**config.mk**
```make
export PLATFORM = sky130hd
export DESIGN_NAME = fir_mac_seq
export DESIGN_NICKNAME = d
export VERILOG_FILES = /design/src/rtl/fir_pkg.sv /design/src/rtl/fir_mac_unit.sv /design/src/rtl/fir_mac_seq.sv
export SDC_FILE = /design/constraint.sdc
export NUM_CORES = 1
export LEC_CHECK = 0
export CORE_ASPECT_RATIO = 2
export CORE_UTILIZATION = 55
export CTS_CLUSTER_SIZE = 40
export DETAILED_ROUTE_END_ITERATION = 10
export GPL_TIMING_DRIVEN = 0
export PLACE_DENSITY = 0.74
export SETUP_SLACK_MARGIN = 0.3
export SYNTH_ARGS = -nofsm -noshare
export SYNTH_HDL_FRONTEND = slang
export SYNTH_HIERARCHICAL = 1
export SYNTH_SLANG_ARGS = --single-unit
```
**constraint.sdc**
```tcl
create_clock -name clk -period 15.4 [get_ports clk]
set_input_delay 3.08 -clock clk [delete_from_list [all_inputs] [get_ports clk]]
set_output_delay 3.08 -clock clk [all_outputs]
set_load 0.01 [all_outputs]
```
**src/rtl/fir_pkg.sv**
```systemverilog
// Shared definitions for the sequential FIR: FSM state encoding and a
// constant ceil-log2 used to sanity-check the parameter set at elaboration.
package fir_pkg;

  typedef enum logic [1:0] {
    IDLE = 2'd0,
    MAC  = 2'd1,
    DONE = 2'd2
  } fir_state_t;

  // ceil(log2(n)), with clog2(1) = 0
  function automatic int clog2(input int n);
    int r;
    int v;
    r = 0;
    v = 1;
    while (v < n) begin
      v = v * 2;
      r = r + 1;
    end
    return r;
  endfunction

endpackage

```
**src/rtl/fir_mac_unit.sv**
```systemverilog
// Signed multiply-accumulate slice. The product is sign-extended to the
// accumulator width before the add; no saturation, no rounding.
module fir_mac_unit #(
  parameter int W    = 8,
  parameter int CW   = 8,
  parameter int ACCW = 18
) (
  input  logic                   clk,
  input  logic                   reset_n,
  input  logic                   clr,
  input  logic                   en,
  input  logic signed [W-1:0]    a,
  input  logic signed [CW-1:0]   b,
  output logic signed [ACCW-1:0] acc
);

  logic signed [W+CW-1:0] prod;
  logic signed [ACCW-1:0] prod_ext;

  assign prod     = a * b;
  assign prod_ext = {{(ACCW-W-CW){prod[W+CW-1]}}, prod};

  // Accumulator: clear wins over enable so a new sample always starts from 0
  always_ff @(posedge clk or negedge reset_n) begin
    if (!reset_n)  acc <= '0;
    else if (clr)  acc <= '0;
    else if (en)   acc <= acc + prod_ext;
  end

endmodule

```
**src/rtl/fir_mac_seq.sv**
```systemverilog
// L-tap direct-form FIR with programmable signed coefficients, using one
// time-multiplexed MAC. One sample per L+2 cycles; output is a one-cycle
// pulse with no backpressure.
//
// state | meaning
// IDLE  | waiting for a sample; coefficient writes accepted
// MAC   | one tap product accumulated per cycle, idx 0..L-1
// DONE  | register accumulator into y and pulse out_valid
module fir_mac_seq
  import fir_pkg::*;
#(
  parameter int W    = 8,
  parameter int CW   = 8,
  parameter int L    = 4,
  parameter int AW   = 2,
  parameter int ACCW = 18
) (
  input  logic                   clk,
  input  logic                   reset_n,
  input  logic signed [W-1:0]    x,
  input  logic                   in_valid,
  output logic                   in_ready,
  output logic signed [ACCW-1:0] y,
  output logic                   out_valid,
  input  logic                   c_we,
  input  logic [AW-1:0]          c_addr,
  input  logic signed [CW-1:0]   c_data,
  output logic                   c_ready
);

  if (AW != clog2(L)) begin : g_bad_aw
    $error("fir_mac_seq: AW must equal ceil(log2(L))");
  end
  if (ACCW < W + CW + AW) begin : g_bad_accw
    $error("fir_mac_seq: ACCW too narrow for full-precision sum");
  end

  localparam logic [AW-1:0] LAST_IDX = AW'(L - 1);
  localparam logic [AW:0]   L_EXT    = (AW + 1)'(L);

  fir_state_t state, state_nxt;
  logic [AW-1:0]         idx;
  logic signed [W-1:0]   taps  [L];
  logic signed [CW-1:0]  coefs [L];
  logic signed [ACCW-1:0] acc;
  logic accept, c_wr, mac_clr, mac_en;

  // State register
  always_ff @(posedge clk or negedge reset_n) begin
    if (!reset_n) state <= IDLE;
    else          state <= state_nxt;
  end

  // Next-state logic
  always_comb begin
    state_nxt = state;
    case (state)
      IDLE:    if (in_valid)         state_nxt = MAC;
      MAC:     if (idx == LAST_IDX)  state_nxt = DONE;
      DONE:                          state_nxt = IDLE;
      default:                       state_nxt = IDLE;
    endcase
  end

  // Output / control decode; addresses beyond L-1 are dropped
  always_comb begin
    in_ready = (state == IDLE);
    c_ready  = (state == IDLE);
    accept   = in_ready && in_valid;
    mac_clr  = accept;
    mac_en   = (state == MAC);
    c_wr     = c_ready && c_we && ({1'b0, c_addr} < L_EXT);
  end

  // Tap delay line moves only on an accepted sample
  always_ff @(posedge clk or negedge reset_n) begin
    if (!reset_n) begin
      for (int k = 0; k < L; k++) taps[k] <= '0;
    end else if (accept) begin
      for (int k = L - 1; k > 0; k--) taps[k] <= taps[k-1];
      taps[0] <= x;
    end
  end

  // Coefficient register file; a write on the accept edge is seen by that sample
  always_ff @(posedge clk or negedge reset_n) begin
    if (!reset_n) begin
      for (int k = 0; k < L; k++) coefs[k] <= '0;
    end else if (c_wr) begin
      coefs[c_addr] <= c_data;
    end
  end

  // Tap index restarts on every accept and steps once per MAC cycle
  always_ff @(posedge clk or negedge reset_n) begin
    if (!reset_n)    idx <= '0;
    else if (accept) idx <= '0;
    else if (mac_en) idx <= idx + 1'b1;
  end

  fir_mac_unit #(.W(W), .CW(CW), .ACCW(ACCW)) u_mac (
    .clk     (clk),
    .reset_n (reset_n),
    .clr     (mac_clr),
    .en      (mac_en),
    .a       (taps[idx]),
    .b       (coefs[idx]),
    .acc     (acc)
  );

  // Output register: y holds between results, out_valid pulses on DONE exit
  always_ff @(posedge clk or negedge reset_n) begin
    if (!reset_n) begin
      y         <= '0;
      out_valid <= 1'b0;
    end else begin
      out_valid <= (state == DONE);
      if (state == DONE) y <= acc;
    end
  end

endmodule

```
# --- Word level (Yosys, flattened, before mapping) ---
# Index checks and enable logic that the tools add are counted.
totals:
  reg_bits: 105
  in_bits: 22
  word_cells: 48
classes:
  n_addsub: 2
  n_mul: 1
  order_cmp: 3
  n_eq_ne: 5
  n_mux: 16
  n_bitwise: 2
  n_reduce_logical: 6
op_table:
  columns: ["operator", "count"]
  rows:
  - ["8-bit 2-to-1 mux", 5]
  - ["18-bit 2-to-1 mux", 2]
  - ["8-bit binary-select mux with 2-bit select", 2]
  - ["32-bit bitwise mux", 1]
  - ["18-bit by 16-bit adder with 18-bit output", 1]
  - ["8-bit demux with 2-bit select", 1]
  - ["8-bit by 8-bit multiplier with 16-bit output", 1]
  - ["2-bit 2-to-1 mux", 4]
  - ["3-bit greater-or-equal comparator (second input constant)", 2]
  - ["2-bit NOT with 3-bit output", 2]
  - ["2-bit == test (second input constant)", 2]
  - ["2-bit one-hot mux with 2 select lines", 1]
  - ["1-bit logical AND", 3]
  - ["3-bit by 1-bit < comparator with 1-bit output (second input constant)", 1]
  - ["2-bit by 1-bit adder with 2-bit output (second input constant)", 1]
  - ["2-bit by 1-bit == test with 1-bit output (second input constant)", 1]
  - ["2-bit zero test", 1]
  - ["2-bit by 1-bit inequality test with 1-bit output (second input constant)", 1]
  - ["2-bit inequality test (second input constant)", 1]
  - ["2-bit AND reduction", 1]
  - ["2-bit nonzero test", 1]

# --- Depth between registers and ports, before layout ---
# Gate-level depths: netlist (run 1).
logic_depth:
  depth_word: 8
  mapped_depth: 21
  mapped_depth_nobuf: 19

# --- Hierarchy ---
# Netlist (run 1), hierarchy kept.
by_module_without_submodules:
  columns: ["module", "n_inst", "cells_each", "area_per_inst_um2"]
  rows:
  - ["fir_mac_unit", 1, 400, 3966.3]
  - ["fir_mac_seq", 1, 215, 3837.4]

# --- Least setup slack after synthesis (run 1) ---
# Ideal clock, no wire load.
synth_path:
  kind: "flip-flop to flip-flop"
  startpoint: "reg idx[1]"
  endpoint: "reg u_mac.acc[14]"
  setup_time_ns: 0.122
  arrival_time_ns: 5.406
  setup_slack_ns: 9.873
  stages_incl_launch_ff: 18
  n_path_buf: 2
  synth_period_minus_slack_ns: 5.527
  path_cell_list: "dfrtp_1 buf_2 buf_2 mux4_2 and2_1 inv_1 fa_1 inv_1 fa_1 fa_1 fa_1 fa_1 ha_1 o21ai_2 a21boi_2 o311a_4 or3_1 a32o_1"
synth_via:
  elab_chain_len: 8
synth_rtl:
  columns: ["element", "line_no", "rtl"]
  rows:
  - ["start: declaration", "fir_mac_seq.sv:42", "logic [AW-1:0] idx;"]
  - ["start signal: assignment", "fir_mac_seq.sv:98", "else if (mac_en) idx <= idx + 1'b1;"]
  - ["2-bit NOT with 3-bit output (implied by the code) (*)", "fir_mac_seq.sv:106, fir_mac_seq.sv:107", null]
  - ["8-bit binary-select mux with 2-bit select (on tied branches)", "fir_mac_seq.sv:106, fir_mac_seq.sv:107", null]
  - ["8-bit 2-to-1 mux (on tied branches) (2 in a row)", "fir_mac_seq.sv:106, fir_mac_seq.sv:107", null]
  - ["8-bit by 8-bit multiplier with 16-bit output (*)", "fir_mac_unit.sv:20", "assign prod = a * b;"]
  - ["18-bit by 16-bit adder with 18-bit output (*)", "fir_mac_unit.sv:27", "else if (en) acc <= acc + prod_ext;"]
  - ["18-bit 2-to-1 mux (*)", "fir_mac_unit.sv:27", null]
  - ["18-bit 2-to-1 mux (*)", "fir_mac_unit.sv:26", "else if (clr) acc <= '0;"]
  - ["end signal: assignment", "fir_mac_unit.sv:27", null]
  - ["end: declaration", "fir_mac_unit.sv:14", "output logic signed [ACCW-1:0] acc"]
# Mark *: on every way between the ends. The rest lies on a longest branch, timed or not. The select of a mux whose other input is x is not followed.
# A chain may end at the register's enable or synchronous reset.

# --- Worst setup path in the final report (run 1) ---
layout_path:
  startpoint: "reg idx[1]"
  endpoint: "reg u_mac.acc[15]"
# Same word-level chain as after synthesis.

==> impl_metrics.json, run 1 <==
{
  "r2r_start": "idx[1]",
  "cts_max_path_buffers": 2,
  "synth.net_count": 760,
  "ys_ff_latch": 105,
  "place_hpwl_mm": 12.7,
  "io_buffers": 42,
  "via_count": 4729,
  "post_cts_resized": 0,
  "cts-htree-levels": 3,
  "finalSetupViolCount": 0,
  "grt_pass1_vias": 5461,
  "post_cts_buffers": 0,
  "holdBufCountCts": 0,
  "status": "finished clean",
  "worst_hold_path.num_cells": 1,
  "avgViaCountPerCell": 5.48,
  "yosysSeqAreaShare": 0.337,
  "r2r_end": "u_mac/acc[15]",
  "min_period_over_period": 0.410,
  "overflow": 0,
  "cts_tree": "yes",
  "critPathKind": "reg -> reg",
  "synth-main-ff-cell": "dfrtp_1",
  "synth_largest_area_cell": "dfrtp_1",
  "synth_cell_types": 56,
  "grtUsageTotal": 0.243,
  "end_kind": "register",
  "drv_slew": 0,
  "start_util": 0.562,
  "first_iter_violations": 163,
  "worst_pin_slew_ps": 738,
  "r2r_slack_ps": 9090,
  "relSlewSlack": 0.508,
  "fin_nets": 814,
  "stdcell_area_sq_um": 8780,
  "area_delta_synth_final_pct": 12.5,
  "yosys-top-cells-area": "dfrtp_1 (34%), fa_1 (21%), mux2_2 (8.5%)",
  "clk_pin_slew_ps": 70,
  "worstPathArrival_ps": 6600,
  "postPlaceCellArea_sq_um": 8490,
  "fin_setup_tns_ps": 0,
  "die_w_um": 86.2,
  "clock-sinks": 105,
  "hold_path_class": "reg -> reg",
  "drt_wl_total_mm": 15.9,
  "synth_cells": 615,
  "synth-edff-count": 0,
  "wl_per_cell_um": 18.5,
  "crit_path_start_kind": "register",
  "final_cell_mix": "dfrtp_1 (105), inv_1 (90), fa_1 (80)",
  "antenna_left": 0,
  "drv_cap": 0,
  "whs_endpoint": "taps[6]",
  "rows": 61,
  "final.setup_skew_ps": 8.01,
  "grt_pass1_wl_mm": 27.0,
  "clkLatencyLatePin_ps": 350,
  "cp_max_fo": 11,
  "dr.pass1.iters": 7,
  "io_pins": 43,
  "ctsRootBufferMaster": "clkbuf_16",
  "rr_worst_depth": 18,
  "fmax_mhz": 158,
  "diodes": 0,
  "grt_max_degree": 68,
  "drc": 0,
  "final_common_cell": "dfrtp_1",
  "core_area_sq_um": 13900,
  "timing.hold.ws_ps": 501,
  "antenna_found_initial": 0,
  "yosysWarningCount": 6,
  "drive_gt1_frac": 0.194,
  "synth_top_area_share": 0.337,
  "hold_viol": 0,
  "min_period_ps": 6310,
  "syn_area_sq_um": 7800,
  "synthArstFlopShare": 1.00,
  "rsz0062_at_grt": "false",
  "worstPathRequired_ps": 15690,
  "numCtsBuffers": 9,
  "dieArea_sq_um": 14700,
  "syn_area_per_cell_sq_um": 12.7,
  "place.gp.congestion": 0.886,
  "die_height_um": 170,
  "hold_start": "taps[6]"
}
==> final cells by class <==
type                            count  area, sq um
Buffer                             18          158
Clock buffer                       11          253
Clock inverter                      5         38.8
Fill cell                        1097         5110
Inverter                           91          342
Multi-Input combinational cell    401         4680
Sequential cell                   105         2630
Tap cell                          189          236
Timing Repair Buffer               43          445
==> cells in the mapped netlist, types with 2 or more instances <==
| master | count |
|---|---|
| buf_6 | 9 |
| a21oi_1 | 5 |
| a22o_1 | 4 |
| and2_1 | 34 |
| nand3b_1 | 4 |
| a211oi_1 | 5 |
| mux2_2 | 59 |
| nor3_1 | 3 |
| mux4_2 | 11 |
| a31oi_1 | 2 |
| dfrtp_1 | 105 |
| and3_1 | 2 |
| xnor2_1 | 13 |
| mux2i_1 | 8 |
| o311ai_0 | 2 |
| a2111oi_0 | 2 |
| nand2b_1 | 2 |
| clkbuf_1 | 3 |
| buf_1 | 2 |
| ha_1 | 43 |
| mux2_4 | 20 |
| o21bai_1 | 3 |
| a2bb2oi_1 | 2 |
| buf_2 | 2 |
| nand2_1 | 30 |
| mux4_1 | 5 |
| fa_1 | 80 |
| inv_1 | 90 |
| nor2_1 | 24 |
| mux2_1 | 3 |
| a21o_1 | 2 |
| o21a_1 | 3 |
| o21ai_0 | 10 |
==> state kept, by name (all words and copies together) (netlist names) <==
register	flops
coefs	32
idx	2
out_valid	1
state	2
taps	32
u_mac/acc	18
y	18
==> critical path: stages, from the launching register on <==
cell and delay (ps):
dfrtp_1 350, buf_2 250, buf_2 310, mux4_2 390, and2_1 650, inv_1 150, fa_1 510, inv_1 50
fa_1 480, fa_1 570, fa_1 440, fa_1 460, ha_1 340, o21ai_0 150, o21ai_0 310, a31oi_1 250
a21oi_1 210, xor2_1 230, a22o_1 150
==> worst max-delay path by stage <==
stage	slack, ps	start	end	cells after the start
after floorplan	9870	idx[1]	u_mac/acc[14]	17
after global placement	7550	reset_n	y[15]	1
after detailed placement	9090	idx[1]	u_mac/acc[17]	18
after CTS	9050	idx[1]	u_mac/acc[17]	18
after global routing	8620	idx[1]	u_mac/acc[15]	18
final	9090	idx[1]	u_mac/acc[15]	18
==> cell families (layout without fill, tap and decap cells) <==
kind of cell / after synthesis / after routing / synth area share
simple gates: 111 / 111 / 0.0779
mux: 106 / 106 / 0.187
buf+inv: 109 / 168 / 0.0640
fa+ha+maj: 123 / 123 / 0.274
flops: 105 / 105 / 0.337
compound gates: 47 / 47 / 0.0447
xor+xnor: 14 / 14 / 0.0157
==> per-stage QoR <==
| step | instances | setup WS [ps] | utilization |
|---|---|---|---|
| floorplan | 615 | 9870 | - |
| global placement | 846 | 7550 | 0.609 |
| detailed placement | 847 | 9090 | 0.611 |
| CTS | 863 | 9050 | 0.632 |
| global route | 863 | 8620 | 0.632 |
| finish | 863 | 9090 | 0.632 |
==> layer usage <==
metal | part of all wire | global-route usage | vias to the layer above
met1 | 0.38 | 0.273 | 2495
li1 | - | - | 2148
met5 | 0 | 0 | -
met3 | 0.018 | 0.0223 | 21
met2 | 0.58 | 0.468 | 65
met4 | 0.023 | 0.0848 | 0
Power of run 1 is left out: the tool's default activity adds up to more than one toggle a clock period on the data nets, which glitch-free logic cannot reach.
==> run 2: changes to the inputs <==
--- a/config.mk
+++ b/config.mk
@@ -10,7 +10,7 @@
 export CTS_CLUSTER_SIZE = 40
 export DETAILED_ROUTE_END_ITERATION = 10
 export GPL_TIMING_DRIVEN = 0
-export PLACE_DENSITY = 0.74
+export PLACE_DENSITY = 0.77
 export SETUP_SLACK_MARGIN = 0.3
 export SYNTH_ARGS = -nofsm -noshare
 export SYNTH_HDL_FRONTEND = slang
==> constraint.sdc (replaced) <==
create_clock -name clk -period 5.6 [get_ports clk]
set_input_delay 1.12 -clock clk [delete_from_list [all_inputs] [get_ports clk]]
set_output_delay 1.12 -clock clk [all_outputs]
set_load 0.01 [all_outputs]
==> run 2 against run 1 <==
Against the previous run: maximum frequency rose by 16%; clock skew is essentially flat; via count grew 5.7%; critical path depth decreased by 3; sequential share of layout area is 2.1 points lower; non-clock buffer count is 40 higher; worst hold slack improved by 7.0 ps; highest routed layer unchanged.
==> impl_metrics.json, run 2 (same netlist as run 1, synthesis figures left out) <==
{
  "dr.pass1.iters": 4,
  "drv_slew": 0,
  "worst_hold_path.num_cells": 1,
  "drive_gt1_frac": 0.311,
  "finish.utilization": 0.681,
  "cts_max_path_buffers": 2,
  "grt_pass1_wl_mm": 28.8,
  "hold_viol": 0,
  "top_regs": "coefs: 32 flops, taps: 32 flops",
  "antenna_found_initial": 0,
  "diodes": 0,
  "io_buffers": 42,
  "critPathKind": "reg -> reg",
  "clk_pin_slew_ps": 70,
  "final_common_cell": "dfrtp_1",
  "worstPathRequired_ps": 5830,
  "r2r_start": "idx[0]",
  "r2r_slack_ps": 150,
  "avgViaCountPerCell": 5.54,
  "rsz0062_at_grt": "true",
  "cts_tree": "yes",
  "whs_endpoint": "coefs[21]",
  "hold_path_class": "reg -> reg",
  "overflow": 0,
  "rr_worst_depth": 15,
  "drt_wl_total_mm": 17.6,
  "numCtsBuffers": 9,
  "clkLatencyLatePin_ps": 340,
  "relSlewSlack": 0.561,
  "r2r_end": "u_mac/acc[14]",
  "cts-htree-levels": 3,
  "ctsRootBufferMaster": "clkbuf_16",
  "die_w_um": 86.2,
  "worst_slack_ps": 149,
  "place_hpwl_mm": 12.7,
  "drc": 0,
  "dp.cells": 847,
  "min_period_ps": 5450,
  "post-place-ws_ps": -286,
  "place.gp.congestion": 0.924,
  "cp-startpoint": "idx[0]",
  "worstPathArrival_ps": 5680,
  "end_kind": "register",
  "core_area_sq_um": 13900,
  "crit_path_start_kind": "register",
  "min_period_over_period": 0.973,
  "rows": 61,
  "via_count": 4999,
  "wl_per_cell_um": 19.5,
  "status": "finished clean",
  "dieArea_sq_um": 14700,
  "clock-sinks": 105,
  "start_util": 0.562,
  "first_iter_violations": 260,
  "drv_cap": 0,
  "hold_start": "coefs[21]",
  "grt_max_degree": 78,
  "final_cell_mix": "dfrtp_1 (105), inv_1 (85), fa_1 (74)",
  "antenna_left": 0,
  "grt_pass1_vias": 5733,
  "worst_pin_slew_ps": 658,
  "fin_cells": 903,
  "fmax_mhz": 183,
  "io_pins": 43,
  "cp_max_fo": 8,
  "finalSetupViolCount": 0,
  "final.setup_skew_ps": 7.59,
  "die_height_um": 170,
  "area_delta_synth_final_pct": 21.2,
  "fin_nets": 854,
  "grtUsageTotal": 0.259
}
run 2: cell count changes in the layout (fill, tap and decap cells not counted), sizes merged:
cell      change
buf          +40
bufinv        +2
clkbuf        -1
clkinv        +1
clkinvlp      -1
inv           -1
run 2: layout make-up:
type,instances,area (sq um)
clock inverter,6,91.3
multi-input combinational,401,4910
timing repair buffer,83,817
inverter,91,343
fill,975,4440
tap,189,236
sequential,105,2630
clock buffer,10,239
buffer,18,189
run 2: layer usage:
metal	routed length, um	up-vias	global-route usage
li1	-	2225	-
met1	6520	2656	0.306
met2	10000	87	0.482
met3	401	31	0.0204
met4	598	0	0.0986
met5	0	-	0
run 2: critical path, cell delays in order, from the launching register on:
cell,delay (ps)
dfrtp_1,380
buf_8,160
buf_12,130
mux4_2,660
and2_4,230
fa_2,390
fa_1,490
fa_1,570
fa_1,430
fa_1,530
ha_4,220
o21ai_4,80
a21boi_4,100
o311a_4,330
or3_1,350
a32o_1,260
run 2: how the worst max path moves through the flow:
stage / slack, ps / endpoint / depth (start not counted)
3_5_place_dp: -290 / u_mac/acc[15] / 16
2_1_floorplan: 310 / u_mac/acc[14] / 16
6_report: 150 / u_mac/acc[14] / 15
5_1_grt: -30 / u_mac/acc[17] / 20
4_1_cts: 160 / u_mac/acc[14] / 18
3_3_place_gp: -280 / y[15] / 1
run 2: through the flow:
step	cell area [sq um]	hold slack (ps)	TNS [ps]
after detailed placement	8500	488	-1470
final	9460	508	0
after floorplan	7820	453	0
after global placement	8480	463	-28300
after global routing	9460	526	-32.8
after CTS	9340	509	0
run 2: repair_timing:
item / in CTS / in global routing
endpoints found under the setup margin: 10 / 9
buffers inserted: 36 / 3
cloned: 1 / 0
pin swaps: 13 / 11
hold endpoints to repair: 0 / 0
resized for setup: 51 / 25
hold buffers: 0 / 0
Power of run 2 is left out for the same reason.
